[config.mk]
export PLATFORM = sky130hd
export DESIGN_NAME = life_gen_sequencer
export DESIGN_NICKNAME = d
export VERILOG_FILES = /design/src/rtl/life_gen_sequencer.sv
export SDC_FILE = /design/constraint.sdc
export NUM_CORES = 1
export LEC_CHECK = 0
export ABC_AREA = 1
export BUFFER_PORTS_ARGS = -buffer_cell sky130_fd_sc_hd__buf_4
export CORE_MARGIN = 3
export CORE_UTILIZATION = 55
export DETAILED_ROUTE_END_ITERATION = 8
export GPL_TIMING_DRIVEN = 0
export PLACE_DENSITY = 0.95
export SKIP_LAST_GASP = 1
export SLEW_MARGIN = 5
export SYNTH_ARGS = -nofsm -noshare
export SYNTH_HDL_FRONTEND = slang
export SYNTH_SLANG_ARGS = --single-unit
export TNS_END_PERCENT = 50
[constraint.sdc]
create_clock -name clk -period 2.7 [get_ports clk]
set_input_delay 0.405 -clock clk [delete_from_list [all_inputs] [get_ports clk]]
set_output_delay 0.405 -clock clk [all_outputs]
set_load 0.02 [all_outputs]
[src/rtl/life_gen_sequencer.sv]
// Purpose : sequences the Game-of-Life grid register (clear / LFSR seed / timed or single-step commit).
// Latency : one commit per (BASE_DIV<<div_sel)+1 cycles in free-run; tick one cycle after the commit.
// Backpressure: none; step_req edges outside HOLD are dropped, not queued.
//
// Ports:
//   clk, reset           system clock, synchronous active-low reset
//   rst_mode/rnd_mode/play_mode  mode controls, priority rst > rnd > play
//   step_req             single-step request level (rising edge used, HOLD only)
//   div_sel              rate select, period = BASE_DIV<<div_sel
//   lfsr_q / lfsr_en     LFSR state in / advance strobe out (SEED only, combinational)
//   next_grid / grid_q   life-rule result in / registered grid out
//   gen_count, tick, stable, extinct   registered status
module life_gen_sequencer #(
    parameter int GRID_BITS      = 64,
    parameter int BASE_DIV       = 4,
    parameter int DIV_W          = 24,
    parameter int GEN_W          = 16,
    parameter bit STOP_ON_STABLE = 1'b1
) (
    input  logic                 clk,
    input  logic                 reset,
    input  logic                 rst_mode,
    input  logic                 play_mode,
    input  logic                 rnd_mode,
    input  logic                 step_req,
    input  logic [1:0]           div_sel,
    input  logic [GRID_BITS-1:0] lfsr_q,
    input  logic [GRID_BITS-1:0] next_grid,
    output logic                 lfsr_en,
    output logic [GRID_BITS-1:0] grid_q,
    output logic [GEN_W-1:0]     gen_count,
    output logic                 tick,
    output logic                 stable,
    output logic                 extinct
);

    typedef enum logic [2:0] {
        S_CLEAR,
        S_SEED,
        S_HOLD,
        S_RUN,
        S_COMMIT
    } state_t;

    state_t           state;
    logic [DIV_W-1:0] cnt;
    logic             step_d;
    logic             step_rise;
    logic [DIV_W-1:0] div_limit;
    logic             grid_same;

    assign step_rise = step_req & ~step_d;
    // Terminal count; compared with >= so lowering div_sel mid-count commits at once.
    assign div_limit = (DIV_W'(BASE_DIV) << div_sel) - DIV_W'(1);
    assign grid_same = (next_grid == grid_q);
    assign lfsr_en   = (state == S_SEED);

    always_ff @(posedge clk) begin
        if (!reset) begin
            state     <= S_CLEAR;
            grid_q    <= '0;
            gen_count <= '0;
            cnt       <= '0;
            tick      <= 1'b0;
            stable    <= 1'b0;
            extinct   <= 1'b1;
            step_d    <= 1'b0;
        end else begin
            step_d <= step_req;
            tick   <= 1'b0;
            case (state)
                S_CLEAR: begin
                    grid_q    <= '0;
                    gen_count <= '0;
                    stable    <= 1'b0;
                    extinct   <= 1'b1;
                    cnt       <= '0;
                    if (rst_mode)       state <= S_CLEAR;
                    else if (rnd_mode)  state <= S_SEED;
                    else if (play_mode) state <= S_RUN;
                    else                state <= S_HOLD;
                end
                S_SEED: begin
                    grid_q    <= lfsr_q;
                    gen_count <= '0;
                    stable    <= 1'b0;
                    extinct   <= (lfsr_q == '0);
                    cnt       <= '0;
                    if (rst_mode)       state <= S_CLEAR;
                    else if (rnd_mode)  state <= S_SEED;
                    else if (play_mode) state <= S_RUN;
                    else                state <= S_HOLD;
                end
                S_HOLD: begin
                    cnt <= '0;
                    if (rst_mode)       state <= S_CLEAR;
                    else if (rnd_mode)  state <= S_SEED;
                    else if (play_mode) state <= S_RUN;
                    else if (step_rise) state <= S_COMMIT;
                end
                S_RUN: begin
                    if (rst_mode) begin
                        state <= S_CLEAR;
                        cnt   <= '0;
                    end else if (rnd_mode) begin
                        state <= S_SEED;
                        cnt   <= '0;
                    end else if (!play_mode) begin
                        state <= S_HOLD;
                        cnt   <= '0;
                    end else if (cnt >= div_limit) begin
                        state <= S_COMMIT;
                        cnt   <= '0;
                    end else begin
                        cnt <= cnt + DIV_W'(1);
                    end
                end
                S_COMMIT: begin
                    // Always completes, whatever the mode inputs do this cycle.
                    grid_q  <= next_grid;
                    stable  <= grid_same;
                    extinct <= (next_grid == '0);
                    tick    <= 1'b1;
                    cnt     <= '0;
                    if (!(&gen_count)) gen_count <= gen_count + GEN_W'(1);
                    if (rst_mode)                        state <= S_CLEAR;
                    else if (rnd_mode)                   state <= S_SEED;
                    else if (STOP_ON_STABLE && grid_same) state <= S_HOLD;
                    else if (play_mode)                  state <= S_RUN;
                    else                                 state <= S_HOLD;
                end
                default: state <= S_CLEAR;
            endcase
        end
    end

endmodule

# Yosys cells after proc, flatten, opt, wreduce, memory -nomap -nowiden
# Cells that the tools add are included.
dict set report totals {
  reg_bits 111
  inputBits 136
  out_inout_bits 84
  wordCells 60
}
dict set report op_classes {
  n_addsub 3
  order_cmp 1
  n_eq_ne 8
  shift 1
  n_mux 26
  bitwise_logic 2
  n_reduce_logical 11
}
# op n
set op_table {}
lappend op_table {{64-bit case mux with 3 select lines} 1}
lappend op_table {{64-bit zero test} 2}
lappend op_table {{24-bit 2-to-1 mux} 4}
lappend op_table {{64-bit equality test} 1}
lappend op_table {{24-bit case mux with 2 select lines} 1}
lappend op_table {{3-bit 2-to-1 mux} 13}
lappend op_table {{16-bit case mux with 2 select lines} 1}
lappend op_table {{24-bit by 1-bit adder with 24-bit output (second input constant)} 1}
lappend op_table {{24-bit >= comparator} 1}
lappend op_table {{3-bit by 2-bit left shift with 24-bit output (first input constant)} 1}
lappend op_table {{24-bit by 2-bit subtractor with 24-bit output (second input constant)} 1}
lappend op_table {{16-bit by 1-bit adder with 16-bit output (second input constant)} 1}
lappend op_table {{16-bit 2-to-1 mux} 1}
lappend op_table {{16-bit AND reduction} 1}
lappend op_table {{3-bit case mux with 4 select lines} 1}
lappend op_table {{5-bit inequality test (second input constant)} 2}
lappend op_table {{3-bit by 2-bit equality test with 1-bit output (second input constant)} 2}
lappend op_table {{2-bit AND reduction} 2}
lappend op_table {{2-bit nonzero test} 2}
lappend op_table {{4-bit OR reduction} 1}
lappend op_table {{3-bit by 1-bit equality test with 1-bit output (second input constant)} 1}
lappend op_table {{3-bit equality test (second input constant)} 1}
lappend op_table {{3-bit zero test} 1}
lappend op_table {{1-bit case mux with 3 select lines} 1}
lappend op_table {{other kinds (7)} 8}

# Longest topological paths before layout
dict set report logic_depth {
  depth_word 8
  ltp_mapped 13
  mapped_depth_nobuf 13
}

# Worst setup path after synthesis
# Ideal clock, no wire load.
dict set report synth_timing {
  kind {reg2reg}
  startpoint {register gen_count[0]}
  endpoint {register gen_count[2]}
  setup_ns 0.116
  t_arrival_ns 1.636
  t_required_ns 2.584
  setup_slack_ns 0.948
  stages_incl_launch_ff 9
  path_buffers 1
  synth_period_minus_slack_ns 1.752
  cell_sequence {dfxtp_1 -> ha_1 -> and3_1 -> nand2_2 -> o31ai_4 -> nand2_2 -> buf_2 -> a21oi_1 -> nor2_1}
}
dict set report synth_between {
  elab_chain_len 3
  elab_cells_between_ends 6
  classes_between {add/sub (1); eq/ne (1); mux (2); reduce/logical (2)}
}
# item line_no
set synth_lines {}
lappend synth_lines {{start, declared} 31} ;# output logic [GEN_W-1:0] gen_count,
lappend synth_lines {{start signal, assigned} 125} ;# if (!(&gen_count)) gen_count <= gen_count + GEN_W'(1);
lappend synth_lines {{16-bit by 1-bit adder with 16-bit output / 16-bit AND reduction (equally long branches)} 125}
lappend synth_lines {{16-bit 2-to-1 mux / 2-bit inequality test (equally long branches)} -}
lappend synth_lines {{16-bit case mux with 2 select lines / 2-bit AND reduction (equally long branches)} -}
# Parallel ways exist; a longest one is shown, timed or not. The select of a mux whose other input is x is not followed.
# A chain may end at the register's enable or synchronous reset.

# Final worst setup path
dict set report layout_timing {
  startpoint {register state[2]}
  endpoint {output port lfsr_en}
}
dict set report layout_between {
  elab_chain_len 1
}
# item line_no
set layout_lines {}
lappend layout_lines {{start, declared} 45} ;# state_t state;
lappend layout_lines {{start signal, assigned} 60} ;# state <= S_CLEAR;
lappend layout_lines {{start signal, assigned} 78} ;# if (rst_mode) state <= S_CLEAR;
lappend layout_lines {{start signal, assigned} 79} ;# else if (rnd_mode) state <= S_SEED;
lappend layout_lines {{3-bit by 1-bit equality test with 1-bit output} 56} ;# assign lfsr_en = (state == S_SEED);
lappend layout_lines {{end, declared} 29} ;# output logic lfsr_en,
# Every way passes these cells.

==> flow_results.org <==
** Run status
- The flow ran to the end, and the final reports show no timing, DRC or antenna violations.

** Route
- Routed signal wires occupy layers up through met4.
- Dividing the detail-routed wire length by the instance count gives 16.5 µm.
- After detailed routing, the total wire length is approximately 23 mm.
- Drt first-iter violations :: slightly above 1000
- Met3 Wirelength :: 2.64 mm
- After detailed routing, the met2 layer carries about 11 mm of wire.
- In the final routing, the length of wire on met1 measures roughly 8.3 mm.
- The pre-antenna-repair detailed-routing pass consisted of 7 iterations.
- Remaining antenna violation count :: 0
- Summing over every cut layer, the via total after detailed routing is roughly 7900.
- Per-cell via count in the routed design :: 5.63
- Remaining DRCs :: 0

** Global routing
- Pin count of the biggest net entering global routing :: 21
- Initial antenna violation count :: 0
- The total overflow left after global routing is 0.
- The via count of the first global-routing pass was 7185.
- In the global route stage, overall resource usage came out at 0.341.
- The first global-routing pass estimated 35.3 mm of wire.

** Setup path
- STA puts the critical path data arrival time at 1.62 ns.
- Walking the worst path, the cells encountered are nor2_1 > nand2_1 > clkinv_1 > buf_4.
- Worst reg-to-reg path cell count :: 8
- The largest single stage delay on the critical path is around 0.42 ns.
- The worst setup path is launched from a flop.
- Crit end category :: output port
- Critical path data required time :: between 2 and 2.5 ns
- Highest fanout seen on the critical path :: 10
- The critical path is of the reg2out type.
- Critical path's slowest cell :: sky130_fd_sc_hd__dfxtp_1

** Synth
- Post-synthesis sequential element count :: between 100 and 150
- A synthesized cell averages about 6.3 µm².
- For this run, asynchronously set or reset flops after synthesis account for 0.
- Cell area after synthesis :: between 6000 and 7000 µm²
- Post-synth cell types :: 34
- The most used flip-flop cell after synthesis is sky130_fd_sc_hd__dfxtp_1.
- In the synthesized netlist, the number of instances is around 1000.
- The number of nets in the synthesized netlist is around 1200.
- Number of enable-type register cells in the synthesized netlist :: 0
- Synth warnings :: 0
- Sequential fraction of the synthesis area :: 0.345

** Power and ir drop
- In this run the static leakage power is about 4.1 nW.
- Peak supply drop :: 299 µV
- P per Cell Area :: ~430 nW/µm²

** CTS
- Clock root buffer master :: sky130_fd_sc_hd__clkbuf_16
- PostCTS Resize Cnt :: 0
- Inserted Clock Buffers :: 9
- The number of hold buffers added after CTS was 0.
- The number of setup buffers added after CTS is 0.
- Maximum level of the CTS H-tree :: 3
- Clock Latency Late Sink :: 0.35 ns
- Number of clock sinks seen by CTS :: 111
- The longest clock path from root to sink contains 2 buffers.
- Clock-pin slew was measured on the worst setup and hold paths at 0.08 ns.
- TritonCTS built the clock tree.

** Final layout
- Most frequent standard cell in the layout excluding fill and tap cells :: sky130_fd_sc_hd__nand2_1
- From synthesis to final layout, the design area changed by 32.6%.
- 0 antenna diodes ended up in the layout.
- Measured on the finished design, the core utilization comes to 0.768.
- Final std cells w/o fill :: around 1400
- Commonest cells after routing, fill and taps aside :: 225 x sky130_fd_sc_hd__nand2_1, 218 x sky130_fd_sc_hd__buf_4, 192 x sky130_fd_sc_hd__inv_1, 171 x sky130_fd_sc_hd__nor2_1, 111 x sky130_fd_sc_hd__dfxtp_1
- In the final layout, the share of cells above drive strength 1 is 0.211.
- Post-layout nets :: 1400

** Timing
- Hold Violations, Final :: 0
- In the finished design, the share of the clock period the worst path needs comes to 0.750.
- Relative slew margins :: 0.535
- Final count of pins violating max slew :: 0
- Setup slack after layout :: around 0.67 ns
- Hold timing on the final database bottoms out at a slack of about 0.26 ns.
- Unrepaired setup endpoints after global routing :: false
- Final clock skew :: between 0.009 and 0.01 ns
- In the final timing run, aggregate negative setup slack is 0 ns.
- The clock period could shrink to around 2.0 ns.
- Worst Tran Pin Value :: around 0.69 ns
- Derived from the worst setup path, the maximum achievable clock frequency is 0.494 GHz.
- Setup violations, final :: 0

** Floorplan
- Starting Density :: 0.579
- Horizontal extent of the die :: roughly 110 µm
- Die area :: between 10000 and 15000 µm²
- Std-Cell Core Area :: around 11000 µm²
- Die H :: 114 µm
- Row generation in the floorplan step produced 38 rows.
- During I/O placement, the number of pins put on the boundary was 220.

** Placement
- Once placement completed, the tool counted placed cells totaling 1387.
- Prior to clock tree synthesis, the placed netlist has a worst setup slack of around 0.71 ns.
- Detailed placement finished with a half-perimeter wire length of between 15 and 20 mm.
- The congestion estimate from routability-driven global placement came to just under 1.
- Port Buf Inserts :: roughly 220

** Hold path
- The tightest min-delay check is of the in2reg type.
- Hold path cells :: 3

** Run
- Max capacitance violation total :: 0
[critical path: cells and delay by family (launching register included)]
| family | cells | cell delay (ns) |
|---|---|---|
| buf+inv | 2 | 0.60 |
| flops | 1 | 0.42 |
| simple gates | 2 | 0.25 |
[metrics by stage]
| step | instance area (µm²) | total power, W |
|---|---|---|
| 2_1_floorplan | 6440 | 0.00201 |
| 3_3_place_gp | 8250 | 0.00232 |
| 3_5_place_dp | 8250 | 0.00233 |
| 4_1_cts | 8540 | 0.00362 |
| 5_1_grt | 8540 | 0.00375 |
| 6_report | 8540 | 0.00363 |
[cells in the mapped netlist, types with 20 or more instances]
master	n	area, µm²
sky130_fd_sc_hd__a221oi_1	20	175
sky130_fd_sc_hd__nor2_1	171	642
sky130_fd_sc_hd__xor2_1	26	228
sky130_fd_sc_hd__a21oi_1	65	325
sky130_fd_sc_hd__nor3_1	26	130
sky130_fd_sc_hd__clkbuf_1	20	75.1
sky130_fd_sc_hd__nand4_1	33	206
sky130_fd_sc_hd__dfxtp_1	111	2220
sky130_fd_sc_hd__o22ai_1	44	275
sky130_fd_sc_hd__nand3_1	26	130
sky130_fd_sc_hd__nand2_1	225	845
sky130_fd_sc_hd__inv_1	192	721
[kinds of logic after synthesis]
family / Yosys count / synth area share
AO/OA/AOI/OAI: 146 / 0.140
adder cells (fa/ha/maj): 6 / 0.0117
AND/OR/NAND/NOR: 504 / 0.327
flip-flops: 111 / 0.345
other: 1 / 0.000582
buffers and inverters: 235 / 0.141
XOR/XNOR: 26 / 0.0354
[registers in the layout, summed over array words and instances, names as in the netlist]
name       flops
cnt           24
extinct        1
gen_count     16
grid_q        64
stable         1
state          3
step_d         1
tick           1
[power breakdown]
| part | internal [W] | switching, W |
|---|---|---|
| Sequential | 0.00166 | 0.0000289 |
| Clock | 0.000647 | 0.000678 |
| Combinational | 0.000264 | 0.000351 |
| Total | 0.00258 | 0.00106 |
[layer usage]
| layer | vias up | global-route usage |
|---|---|---|
| met5 | - | 0 |
| li1 | 3735 | - |
| met2 | 496 | 0.588 |
| met3 | 106 | 0.0809 |
| met1 | 3558 | 0.399 |
| met4 | 0 | 0.160 |
[final cells by class]
cell class	instances	area, µm²
clock inverter	7	65.1
inverter	200	753
timing repair buffer	218	1640
clock buffer	9	225
buffer	35	153
multi-input combinational	683	3310
tap	140	175
sequential	111	2220
fill	867	2580
[path summary, 6_finish.rpt]
kind,slack [ns],from,end
setup / recovery,0.67,state[2]$_SDFFE_PN0P_,lfsr_en
hold / removal,0.26,step_req,step_d$_SDFF_PN0_
setup reg to reg,0.82,gen_count[0]$_SDFFE_PN0P_,gen_count[15]$_SDFFE_PN0P_
hold reg to reg,0.44,cnt[20]$_SDFFE_PN0P_,cnt[20]$_SDFFE_PN0P_
(Power assumes the default switching activity.)
